**src/rtl/vga_pkg.sv**
```systemverilog
// rtl/vga_pkg.sv - VGA mode constants and timing helpers
package vga_pkg;

  // 800x600@60 Hz on a 40 MHz pixel clock
  localparam int SVGA_H_SYNC   = 128;
  localparam int SVGA_H_BACK   = 88;
  localparam int SVGA_H_ACTIVE = 800;
  localparam int SVGA_H_FRONT  = 40;
  localparam int SVGA_V_SYNC   = 4;
  localparam int SVGA_V_BACK   = 23;
  localparam int SVGA_V_ACTIVE = 600;
  localparam int SVGA_V_FRONT  = 1;

  // 640x480@60 Hz
  localparam int VGA_H_SYNC    = 96;
  localparam int VGA_H_BACK    = 48;
  localparam int VGA_H_ACTIVE  = 640;
  localparam int VGA_H_FRONT   = 16;
  localparam int VGA_V_SYNC    = 2;
  localparam int VGA_V_BACK    = 33;
  localparam int VGA_V_ACTIVE  = 480;
  localparam int VGA_V_FRONT   = 10;

  function automatic int total(input int sync_w, input int back_w,
                               input int active_w, input int front_w);
    return sync_w + back_w + active_w + front_w;
  endfunction

endpackage

```
**src/rtl/vga_span_cnt.sv**
```systemverilog
// rtl/vga_span_cnt.sv - wrapping span counter with enable, sync clear and carry
module vga_span_cnt #(
  parameter int TOT = 4,
  parameter int W   = 2
) (
  input  logic         CLK_40M,
  input  logic         SYS_RST,
  input  logic         en,
  input  logic         clr,
  output logic [W-1:0] cnt,
  output logic         carry
);

  localparam logic [W-1:0] LAST = W'(TOT - 1);

  assign carry = en && (cnt == LAST);

  always_ff @(posedge CLK_40M or posedge SYS_RST) begin
    if (SYS_RST) begin
      cnt <= '0;
    end else if (clr) begin
      cnt <= '0;
    end else if (en) begin
      cnt <= carry ? '0 : cnt + W'(1);
    end
  end

endmodule

```
**src/rtl/vga_timing_gen_p.sv**
```systemverilog
// rtl/vga_timing_gen_p.sv - parametrised VGA raster timing generator with 2-stage output pipeline
module vga_timing_gen_p
  import vga_pkg::*;
#(
  parameter int H_SYNC   = SVGA_H_SYNC,
  parameter int H_BACK   = SVGA_H_BACK,
  parameter int H_ACTIVE = SVGA_H_ACTIVE,
  parameter int H_FRONT  = SVGA_H_FRONT,
  parameter int V_SYNC   = SVGA_V_SYNC,
  parameter int V_BACK   = SVGA_V_BACK,
  parameter int V_ACTIVE = SVGA_V_ACTIVE,
  parameter int V_FRONT  = SVGA_V_FRONT,
  parameter bit HS_POL   = 1'b1,
  parameter bit VS_POL   = 1'b1,
  parameter int IN_W     = 16,
  parameter int DATA_W   = 9,
  parameter int REQ_LEAD = 4,
  parameter logic [DATA_W-1:0] UND_COLOR = '0,
  localparam int XW = (H_ACTIVE > 1) ? $clog2(H_ACTIVE) : 1,
  localparam int YW = (V_ACTIVE > 1) ? $clog2(V_ACTIVE) : 1
) (
  input  logic              CLK_40M,
  input  logic              SYS_RST,
  input  logic              EN,
  input  logic [IN_W-1:0]   SRC_DATA,
  input  logic              SRC_VALID,
  input  logic              UND_CLR,
  output logic [DATA_W-1:0] VGA_DATA,
  output logic              VGA_DE,
  output logic              VGA_HSYNC,
  output logic              VGA_VSYNC,
  output logic              VGA_REQ,
  output logic [YW-1:0]     REQ_LINE,
  output logic [XW-1:0]     PIX_X,
  output logic [YW-1:0]     PIX_Y,
  output logic              FRAME_START,
  output logic              UNDERFLOW
);

  localparam int H_TOT = total(H_SYNC, H_BACK, H_ACTIVE, H_FRONT);
  localparam int V_TOT = total(V_SYNC, V_BACK, V_ACTIVE, V_FRONT);
  localparam int HW    = (H_TOT > 1) ? $clog2(H_TOT) : 1;
  localparam int VW    = (V_TOT > 1) ? $clog2(V_TOT) : 1;

  localparam logic [31:0] H_SYNC_E = 32'(H_SYNC);
  localparam logic [31:0] V_SYNC_E = 32'(V_SYNC);
  localparam logic [31:0] H_ST     = 32'(H_SYNC + H_BACK);
  localparam logic [31:0] H_END    = 32'(H_SYNC + H_BACK + H_ACTIVE);
  localparam logic [31:0] V_ST     = 32'(V_SYNC + V_BACK);
  localparam logic [31:0] V_END    = 32'(V_SYNC + V_BACK + V_ACTIVE);
  localparam logic [31:0] REQ_H    = 32'(H_SYNC + H_BACK - REQ_LEAD);

  if (REQ_LEAD < 1 || REQ_LEAD > H_SYNC + H_BACK) begin : g_bad_lead
    $error("REQ_LEAD must lie in 1..H_SYNC+H_BACK");
  end
  if (DATA_W > IN_W) begin : g_bad_width
    $error("DATA_W must not exceed IN_W");
  end
  if (IN_W > DATA_W) begin : g_src_hi
    logic src_hi_unused;
    assign src_hi_unused = ^SRC_DATA[IN_W-1:DATA_W];
  end

  logic [HW-1:0] hcnt;
  logic [VW-1:0] vcnt;
  logic          h_carry;
  logic          v_wrap_unused;

  vga_span_cnt #(.TOT(H_TOT), .W(HW)) u_hcnt (
    .CLK_40M (CLK_40M), .SYS_RST (SYS_RST), .en (EN), .clr (!EN),
    .cnt (hcnt), .carry (h_carry)
  );

  vga_span_cnt #(.TOT(V_TOT), .W(VW)) u_vcnt (
    .CLK_40M (CLK_40M), .SYS_RST (SYS_RST), .en (EN && h_carry), .clr (!EN),
    .cnt (vcnt), .carry (v_wrap_unused)
  );

  // Decode on zero-extended counters so region bounds never wrap
  logic [31:0] hc, vc;
  logic        h_act, v_act, act, req_hit;

  assign hc      = 32'(hcnt);
  assign vc      = 32'(vcnt);
  assign h_act   = (hc >= H_ST) && (hc < H_END);
  assign v_act   = (vc >= V_ST) && (vc < V_END);
  assign act     = EN && h_act && v_act;
  assign req_hit = EN && v_act && (hc == REQ_H);

  logic              s1_hs, s1_vs, s1_de, s1_und, s1_fs;
  logic [DATA_W-1:0] s1_data;
  logic [XW-1:0]     s1_x;
  logic [YW-1:0]     s1_y;

  always_ff @(posedge CLK_40M or posedge SYS_RST) begin
    if (SYS_RST) begin
      s1_hs       <= 1'b0;
      s1_vs       <= 1'b0;
      s1_de       <= 1'b0;
      s1_und      <= 1'b0;
      s1_fs       <= 1'b0;
      s1_data     <= '0;
      s1_x        <= '0;
      s1_y        <= '0;
      VGA_HSYNC   <= ~HS_POL;
      VGA_VSYNC   <= ~VS_POL;
      VGA_DE      <= 1'b0;
      VGA_DATA    <= '0;
      PIX_X       <= '0;
      PIX_Y       <= '0;
      FRAME_START <= 1'b0;
      UNDERFLOW   <= 1'b0;
      VGA_REQ     <= 1'b0;
      REQ_LINE    <= '0;
    end else begin
      s1_hs   <= EN && (hc < H_SYNC_E);
      s1_vs   <= EN && (vc < V_SYNC_E);
      s1_de   <= act;
      s1_und  <= act && !SRC_VALID;
      s1_fs   <= EN && (hcnt == '0) && (vcnt == '0);
      s1_data <= !act ? '0 : (SRC_VALID ? SRC_DATA[DATA_W-1:0] : UND_COLOR);
      s1_x    <= act ? XW'(hc - H_ST) : '0;
      s1_y    <= act ? YW'(vc - V_ST) : '0;

      VGA_HSYNC   <= s1_hs ? HS_POL : ~HS_POL;
      VGA_VSYNC   <= s1_vs ? VS_POL : ~VS_POL;
      VGA_DE      <= s1_de;
      VGA_DATA    <= s1_data;
      PIX_X       <= s1_x;
      PIX_Y       <= s1_y;
      FRAME_START <= s1_fs;
      // A new underflow in the same clock as a clear keeps the flag set
      UNDERFLOW   <= s1_und | (UNDERFLOW & ~UND_CLR);

      VGA_REQ <= req_hit;
      if (req_hit) begin
        REQ_LINE <= YW'(vc - V_ST);
      end
    end
  end

endmodule

```
**config.mk**
```make
export PLATFORM = sky130hd
export DESIGN_NAME = vga_timing_gen_p
export DESIGN_NICKNAME = d
export VERILOG_FILES = /design/src/rtl/vga_pkg.sv /design/src/rtl/vga_span_cnt.sv /design/src/rtl/vga_timing_gen_p.sv
export SDC_FILE = /design/constraint.sdc
export NUM_CORES = 1
export LEC_CHECK = 0
export BUFFER_PORTS_ARGS = -buffer_cell sky130_fd_sc_hd__buf_2
export CORE_MARGIN = 2
export CORE_UTILIZATION = 40
export CTS_CLUSTER_DIAMETER = 40
export DETAILED_ROUTE_END_ITERATION = 6
export GPL_TIMING_DRIVEN = 0
export PLACE_DENSITY_LB_ADDON = 0.25
export RECOVER_POWER = 100
export SLEW_MARGIN = 20
export SYNTH_ARGS = -nofsm -noshare
export SYNTH_HDL_FRONTEND = slang
export SYNTH_HIERARCHICAL = 1
export SYNTH_SLANG_ARGS = --single-unit
```
**constraint.sdc**
```tcl
create_clock -name CLK_40M -period 3.7 [get_ports CLK_40M]
set_input_delay 0.74 -clock CLK_40M [delete_from_list [all_inputs] [get_ports CLK_40M]]
set_output_delay 0.74 -clock CLK_40M [all_outputs]
set_load 0.005 [all_outputs]
```
After elaboration in Yosys (flattened, before gate mapping)
Index checks and enable logic that the tools add are counted.
W data, S select, Z words.
{"block": "word_totals", "reg_bits": 100, "latch_bits": 0, "ramBits": 0, "rom_bits": 0, "in_bits": 21, "out_inout_bits": 45, "word_cells": 65, "mem_count": 0}
{"block": "op_classes", "n_addsub": 4, "multipliers": 0, "div": 0, "n_lt_le_gt_ge": 6, "eq_ne": 4, "shift": 0, "mux": 11, "n_bitwise": 3, "reduce_logical": 17}
{"op": "$mux W10", "count": 5}
{"op": "$mux W11", "count": 2}
{"op": "$mux W9", "count": 2}
{"op": "$logic_and A1 B1 Y1", "count": 14}
{"op": "$add A11 B1 Y11 const B", "count": 1}
{"op": "$eq A11 B11 Y1 const B", "count": 1}
{"op": "$eq A11 B8 Y1 const B", "count": 1}
{"op": "$ge A11 B8 Y1 const B", "count": 1}
{"op": "$logic_not A11 Y1", "count": 1}
{"op": "$lt A11 B10 Y1 const B", "count": 1}
{"op": "$lt A11 B8 Y1 const B", "count": 1}
{"op": "$add A10 B1 Y10 const B", "count": 1}
{"op": "$eq A10 B10 Y1 const B", "count": 1}
{"op": "$ge A10 B5 Y1 const B", "count": 1}
{"op": "$logic_not A10 Y1", "count": 1}
{"op": "$lt A10 B10 Y1 const B", "count": 1}
{"op": "$lt A10 B3 Y1 const B", "count": 1}
{"op": "$sub A10 B5 Y10 const B", "count": 1}
{"op": "$sub A10 B8 Y10 const B", "count": 1}
{"op": "$mux W1", "count": 2}
{"op": "$ne A2 B1 Y1 const B", "count": 1}
{"op": "$and A1 B1 Y1", "count": 1}
{"op": "$logic_not A1 Y1", "count": 1}
{"op": "$not A1 Y1", "count": 1}
{"op": "$or A1 B1 Y1", "count": 1}

Depth between registers and ports, before layout
Gate-level depths: netlist of run 1.
{"block": "logic_depth", "depth_word": 7, "mapped_depth": 10, "mapped_depth_nobuf": 9}

Modules after synthesis
Netlist of run 1, hierarchy kept.
{"mod": "vga_timing_gen_p", "instances": 1, "cells_each": 210, "area_each_um2": 2811.4, "seq_area_each_um2": 1976.9}
{"mod": "vga_span_cnt at u_hcnt", "instances": 1, "cells_each": 60, "area_each_um2": 629.4, "seq_area_each_um2": 275.3}
{"mod": "vga_span_cnt at u_vcnt", "instances": 1, "cells_each": 55, "area_each_um2": 538.0, "seq_area_each_um2": 250.2}

Worst setup path before layout of run 1
No wires, ideal clock.
{"block": "synth_path", "path_type": "input-to-reg", "start": "input port EN", "end": "register u_vcnt.cnt[0]", "setup_time_ps": 121, "arrival_ps": 2236, "t_required_ps": 3579, "path_slack_ps": 1342, "cell_stages": 10, "path_buffers": 2, "path_cell_list": "buf_6 > and2_2 > nand4_4 > inv_1 > and2_1 > buf_2 > nand2_1 > or4_4 > nand3b_1 > a21oi_1"}
{"block": "synth_via", "elab_chain_len": 6, "elab_cells_between_ends": 7, "cone_classes": "1 x eq/ne; 3 x mux; 3 x reduce/logical"}
{"element": "start: declaration", "line_no": "vga_timing_gen_p.sv:24", "text": "input logic EN,"}
{"element": "$logic_and A1 B1 Y1 *", "line_no": "vga_span_cnt.sv:16", "text": "assign carry = en && (cnt == LAST);"}
{"element": "via h_carry", "line_no": "vga_timing_gen_p.sv:66", "text": "logic h_carry;"}
{"element": "$logic_and A1 B1 Y1 *", "line_no": "vga_timing_gen_p.sv:75", "text": ".CLK_40M (CLK_40M), .SYS_RST (SYS_RST), .en (EN && h_carry), .clr (!EN),"}
{"element": "$logic_and A1 B1 Y1", "line_no": "vga_span_cnt.sv:16"}
{"element": "$mux W10", "line_no": "vga_span_cnt.sv:24", "text": "cnt <= carry ? '0 : cnt + W'(1);"}
{"element": "$mux W10", "line_no": "vga_span_cnt.sv:23", "text": "end else if (en) begin"}
{"element": "$mux W10", "line_no": "vga_span_cnt.sv:21", "text": "end else if (clr) begin"}
{"element": "end signal: assignment", "line_no": "vga_span_cnt.sv:24"}
{"element": "end: declaration", "line_no": "vga_span_cnt.sv:10", "text": "output logic [W-1:0] cnt,"}
The timed path passes the listed nets; every way through them passes the cells marked *. The select of a mux whose other input is x is not followed.
A chain may end at the register's enable or synchronous reset.

Final worst setup path of run 1
{"block": "layout_path", "start": "register u_vcnt.cnt[0]", "end": "register REQ_LINE[7]"}
{"block": "layout_via", "elab_chain_len": 4, "elab_cells_between_ends": 6, "cone_classes": "1 x add/sub; 2 x order compare; 3 x reduce/logical"}
{"element": "$ge A10 B5 Y1 / $lt A10 B10 Y1 (equally long branches)", "line_no": "vga_timing_gen_p.sv:86", "text": "assign v_act = (vc >= V_ST) && (vc < V_END);"}
{"element": "$logic_and A1 B1 Y1", "line_no": "vga_timing_gen_p.sv:86"}
{"element": "$logic_and A1 B1 Y1 (2 in a row)", "line_no": "vga_timing_gen_p.sv:88", "text": "assign req_hit = EN && v_act && (hc == REQ_H);"}
{"element": "end signal: assignment", "line_no": "vga_timing_gen_p.sv:137", "text": "REQ_LINE <= YW'(vc - V_ST);"}
{"element": "end: declaration", "line_no": "vga_timing_gen_p.sv:33", "text": "output logic [YW-1:0] REQ_LINE,"}
Several ways; a longest one is shown, not always the timed one.

==> summary.txt, run 1 <==
Die
  • Row cnt: 36
  • I/O Pins: 66
  • Die area: 10750 µm²
  • Die width: 103.7 µm
  • Initial Util: 40.86%
  • CORE AREA: 9729 µm²
  • Die Y: 103.7 µm

Power
  • Power Density: 417.9 nW/µm²
  • Worst VDD drop: 0.0001383 V
  • Pleak: 2.253 nW

Synth
  • Mapped cell area: 3975 µm²
  • Syn. warnings: 6
  • Synth Instances: 324
  • Avg Inst Size Synth: 12.27 µm²
  • Syn Nets: 350

Critical path
  • Startpoint class of the critical path: register
  • R2R Path End: REQ_LINE[7]$_DFFE_PP0P_
  • Critical R2R Launch: u_vcnt/cnt[0]$_DFFE_PP0P_
  • WS Path Type: register to register
  • Critical Path Start: u_vcnt/cnt[0]$_DFFE_PP0P_
  • Slowest stage cell, crit path: a2111oi_2
  • CP required: 3.96 ns
  • Worst reg2reg setup slack: 0.64 ns
  • Arrival time worst endpoint: 3.32 ns
  • Reg2Reg Depth: 5
  • Crit path max fanout: 10
  • CP endpoint: REQ_LINE[7]$_DFFE_PP0P_
  • Crit-path max cell delay: 1.33 ns
  • CP Cell Sequence: ha_1 -> nor3_1 -> o22ai_1 -> a2111oi_2 -> mux2_2
  • CP endpoint kind: register

Clocking
  • Sink Count: 100
  • CTS tree: built
  • Root buffer cell: clkbuf_8
  • Clock latency on the worst-skew pair: 0.37 ns
  • Hold-fix buffers at CTS: 0
  • CTS-repair resized insts: 0
  • Num CTS Buffers: 9
  • Clock transition at the registers of the reported paths: 0.09 ns
  • Htree depth: 3
  • Postcts setup bufs: 0
  • Clock tree buffer depth: 2

Cells and area
  • Layout cells sized above 1: 18.34%
  • N_diodes: 0
  • Utilization after layout: 47.22%
  • Synth-to-layout area growth: 15.58%
  • Total Nets Final: 419
  • Design Area, Final: 4594 µm²

Detailed routing
  • DR iter-0 viols: 110
  • Routed Antenna Nets: 0
  • Total Wirelength: 7.312 mm
  • Routed vias/inst: 4.757
  • DRC: 0
  • DR WL/cell: 13.77 µm
  • 1st-pass router iterations: 4
  • Via count: 2526

Placement
  • Placed cell areas: 4449 µm²
  • PortBufs: 57
  • RD Place Congestion: 0.7776
  • HPWL reported at the end of detailed placement: 4.988 mm

Global routing
  • Antenna violations before repair: 0
  • Number of global-route vias before repair: 2431
  • Global-route wire length before repair: 12.36 mm
  • GR Util All Layers: 14.53%
  • Largest net degree at the start of global routing: 41
  • Gr ovfl total: 0

Outcome
  • Violated checks: max-capacitance violations, max-slew violations
  • Status: complete, but fails checks

Timing
  • # setup viols final: 0
  • Setup TNS: 0 ns
  • Highest clock rate: 0.3268 GHz
  • Final period utilization: 82.71%
  • RSZ-0062 raised after global routing: no
  • Slew HR: -19.21%
  • Count of final hold-check violations: 0
  • Slew @ Worst Pin: 1.778 ns
  • Final slew viol count: 51
  • Clock skew: 0.006685 ns
  • Minimum clock period: 3.060 ns

Job
  • Max-cap check violation count: 2

Min path
  • Min-Delay Path Class: register to register
[metal layers]
layer  track usage [%]  share of wire (%)  up-vias
met4             4.923                1.6        0
li1                  -                  -     1249
met2             21.52                 46       48
met1             20.42                 48     1222
met3             4.468                4.4        7
met5                 0                  0        -
[worst min path at each step]
stage	from	endpoint	slack, ns	depth (start not counted)
2_1_floorplan	s1_fs$_DFF_PP0_	FRAME_START$_DFF_PP0_	0.33	0
3_3_place_gp	s1_data[0]$_DFF_PP0_	VGA_DATA[0]$_DFF_PP0_	0.33	0
3_5_place_dp	s1_data[6]$_DFF_PP0_	VGA_DATA[6]$_DFF_PP0_	0.33	0
4_1_cts	s1_data[6]$_DFF_PP0_	VGA_DATA[6]$_DFF_PP0_	0.36	0
5_1_grt	s1_fs$_DFF_PP0_	FRAME_START$_DFF_PP0_	0.36	0
6_report	s1_x[9]$_DFF_PP0_	PIX_X[9]$_DFF_PP0_	0.35	0
[state kept, by name, summed over array words and instances, names as in the netlist, 9 cells and up]
| signal | cells |
|---|---|
| PIX_X | 10 |
| PIX_Y | 10 |
| REQ_LINE | 10 |
| VGA_DATA | 9 |
| s1_data | 9 |
| s1_x | 10 |
| s1_y | 10 |
| u_hcnt/cnt | 11 |
| u_vcnt/cnt | 10 |
[critical path, delay by kind of cell, from the launching register on]
family          cells  cell delay [ns]
fa+ha+maj           1             0.32
compound gates      2             1.49
flops               1             0.53
simple gates        1             0.18
mux                 1             0.43
[through the flow]
step	cells	worst slack, ns	hold WS, ns	power [mW]
3_5_place_dp	515	0.9999	0.3347	1.185
3_3_place_gp	514	0.1122	0.3328	1.181
5_1_grt	531	0.5218	0.3619	1.994
6_report	531	0.6397	0.3527	1.920
2_1_floorplan	324	0.9366	0.3312	1.160
4_1_cts	531	1.127	0.3563	1.943
[power by group]
| group | switching (mW) | internal, mW |
|---|---|---|
| sequential | 0.00399 | 1.10 |
| clock | 0.376 | 0.385 |
| combinational | 0.0397 | 0.0173 |
[cells in the final DEF (no fill, tap or decap), drive strengths merged, types with 3 or more instances in the layout]
master and n:
a21oi 6, and2 3, buf 45, clkbuf 33
dfrtp 100, ha 5, inv 20, mux2 5
mux2i 6, nand2 18, nand2b 8, nand3 7
nand3b 3, nand4 10, nor2 27, nor3 31
nor3b 4, o211a 3, o21ai 4, or4 3
xnor2 5, xor2 24
[area by class of cell]
type	count	area (µm²)
plain buffers	11	51.30
repair buffers	58	282.8
fillers	938	5135
well taps	133	166.4
clock inverters	7	98.84
multi-input cells	194	1296
inverters	19	72.57
clock buffers	9	123.9
flip-flops and latches	100	2502
No activity file was read; power rests on OpenSTA's default activity.
==> run 2: changes to the inputs <==
Settings changed: ABC_AREA set to 1.
Clock period 3.7 ns to 2.93 ns, I/O delays scaled along.
==> run 2 against run 1 <==
  * Worst setup slack improved by 0.039 ns
  * Final cell count rose by 33%
  * Die area rose by 13%
  * Via count rose by 32%
  * Largest power group unchanged
  * The flow still finishes with violations (max-capacitance violations, max-slew violations)
  * Critical path type unchanged
  * Highest routed layer unchanged
  * Fmax rose by 36%
  * Count of clock-buffer cells in the layout rose by 3
  * Hold slack got worse by 0.10 ns
  * Non-clock buffer count rose by 2
==> summary.txt, run 2 <==
Critical path
  • Reg2Reg Depth: 12
  • Worst reg2reg setup slack: 0.68 ns
  • WS Path Type: register to register
  • Crit path max fanout: 8
  • Startpoint class of the critical path: register
  • CP Cell Sequence: ha_1 -> nand2_1 -> nor2_1 -> nand2_2 -> nor2_4 -> nand2_1 -> inv_1 -> nand2_1 -> nor2_1 -> nand3_1 -> nand2_4 -> nor2_1
  • Slowest stage cell, crit path: dfrtp_1
  • Critical R2R Launch: u_hcnt/cnt[0]$_DFFE_PP0P_
  • CP required: 3.15 ns
  • Crit-path max cell delay: 0.44 ns
  • Critical Path Start: u_hcnt/cnt[0]$_DFFE_PP0P_
  • Arrival time worst endpoint: 2.47 ns
  • R2R Path End: u_vcnt/cnt[5]$_DFFE_PP0P_
  • CP endpoint kind: register
  • Crit path buffers/inverters: 1
  • CP top delay family: simple AND/OR/NAND/NOR gates

Synth
  • Mapped cell area: 4524 µm²
  • Syn Nets: 516
  • Synth Instances: 490
  • Avg Inst Size Synth: 9.233 µm²
  • Syn. warnings: 6

Global routing
  • Global-route wire length before repair: 14.99 mm
  • Gr ovfl total: 0
  • Antenna violations before repair: 0
  • Number of global-route vias before repair: 3202
  • GR Util All Layers: 16.06%
  • Largest net degree at the start of global routing: 42

Job
  • Max-cap check violation count: 1

Placement
  • RD Place Congestion: 0.8862
  • PortBufs: 57
  • Pre-CTS setup slack: 0.9066 ns
  • Post-Place Cells: 688
  • HPWL reported at the end of detailed placement: 6.302 mm

Detailed routing
  • Routed Antenna Nets: 0
  • 1st-pass router iterations: 4
  • DR WL/cell: 12.36 µm
  • Total Wirelength: 8.703 mm
  • Routed vias/inst: 4.729
  • Via count: 3329
  • DRC: 0
  • DR iter-0 viols: 191

Timing
  • Setup ws final: 0.6784 ns
  • Final slew viol count: 39
  • Count of final hold-check violations: 0
  • Slew HR: -18.16%
  • Final period utilization: 76.85%
  • # setup viols final: 0
  • RSZ-0062 raised after global routing: no
  • Slew @ Worst Pin: 1.763 ns
  • Highest clock rate: 0.4441 GHz
  • Setup TNS: 0 ns
  • Minimum clock period: 2.252 ns
  • Clock skew: 0.006250 ns

Cells and area
  • Utilization after layout: 46.45%
  • Non-filler cells, final: 704
  • Most common cell after layout, fill and taps aside: nand2_1
  • Most flops, register: u_hcnt/cnt
  • Filler cell count: 1080
  • Layout cells sized above 1: 12.94%
  • Most frequent cells in the layout: 130 x nand2_1, 100 x dfrtp_1, 61 x inv_1
  • Synth-to-layout area growth: 12.28%
  • N_diodes: 0
  • Total Nets Final: 585
  • Max FFs per register: 11

Die
  • CORE AREA: 10940 µm²
  • Die width: 110.4 µm
  • Die area: 12180 µm²
  • Initial Util: 41.37%
  • Row cnt: 38
  • I/O Pins: 66
  • Die Y: 110.4 µm

Clocking
  • Root buffer cell: clkbuf_16
  • Hold-fix buffers at CTS: 0
  • Clock tree buffer depth: 2
  • Clock transition at the registers of the reported paths: 0.07 ns
  • CTS tree: built
  • Clock latency on the worst-skew pair: 0.34 ns
  • Num CTS Buffers: 9
  • CTS-repair resized insts: 0
  • Htree depth: 3
  • Sink Count: 100
  • Postcts setup bufs: 0

Outcome
  • Status: complete, but fails checks
  • Violated checks: max-capacitance violations, max-slew violations

Power
  • Power Density: 510.9 nW/µm²
  • Worst VDD drop: 0.0002307 V
  • Pleak: 2.649 nW

Min path
  • Min-Delay Path Class: primary input to asynchronous set/reset pin
## run 2: cell type report
type	instances	area, µm²	area share, %
multi-input cells	312	1514	29.80
clock inverters	4	30.03	0.5911
repair buffers	58	265.3	5.222
inverters	65	245.2	4.828
plain buffers	13	91.34	1.798
clock buffers	12	256.5	5.049
flip-flops and latches	100	2502	49.26
well taps	140	175.2	3.448
## run 2: stage by stage
step                      hold slack [ns]  power, mW  cell area (µm²)
after floorplan                    0.3312      1.474             4524
after global placement             0.3315      1.504             4985
after detailed placement           0.3347      1.510             5007
after CTS                          0.2650      2.647             5294
after global routing               0.3002      2.714             5080
final                              0.2498      2.595             5080
## run 2: per-layer routing
metal	GRT usage (%)	vias to the layer above	routed length [µm]
met5	0	-	0
met4	5.893	0	117
met3	3.762	11	375
met2	24.19	67	3864
met1	22.63	1562	4345
li1	-	1689	-
## run 2: worst max path at each step
stage / to / slack (ns) / cells past startpoint
after floorplan: FRAME_START$_DFF_PP0_ / 0.32 / 1
after global placement: s1_x[1]$_DFF_PP0_ / -0.48 / 2
after detailed placement: u_vcnt/cnt[8]$_DFFE_PP0P_ / 0.91 / 12
after CTS: u_vcnt/cnt[8]$_DFFE_PP0P_ / 0.89 / 12
after global routing: u_vcnt/cnt[5]$_DFFE_PP0P_ / 0.38 / 12
final: u_vcnt/cnt[5]$_DFFE_PP0P_ / 0.68 / 12
## run 2: report_power, final
| part | switching [mW] | internal (mW) |
|---|---|---|
| clock | 0.490 | 0.627 |
| combinational | 0.0609 | 0.0231 |
| sequential | 0.00559 | 1.39 |
## run 2: worst reg2reg max path, cell delays in order (launching register included)
cell     delay [ns]
dfrtp_1        0.44
ha_1           0.21
nand2_1        0.09
nor2_1         0.37
nand2_2        0.14
nor2_4         0.11
nand2_1        0.05
inv_1          0.18
nand2_1        0.08
nor2_1         0.11
nand3_1        0.15
nand2_4        0.14
nor2_1         0.06
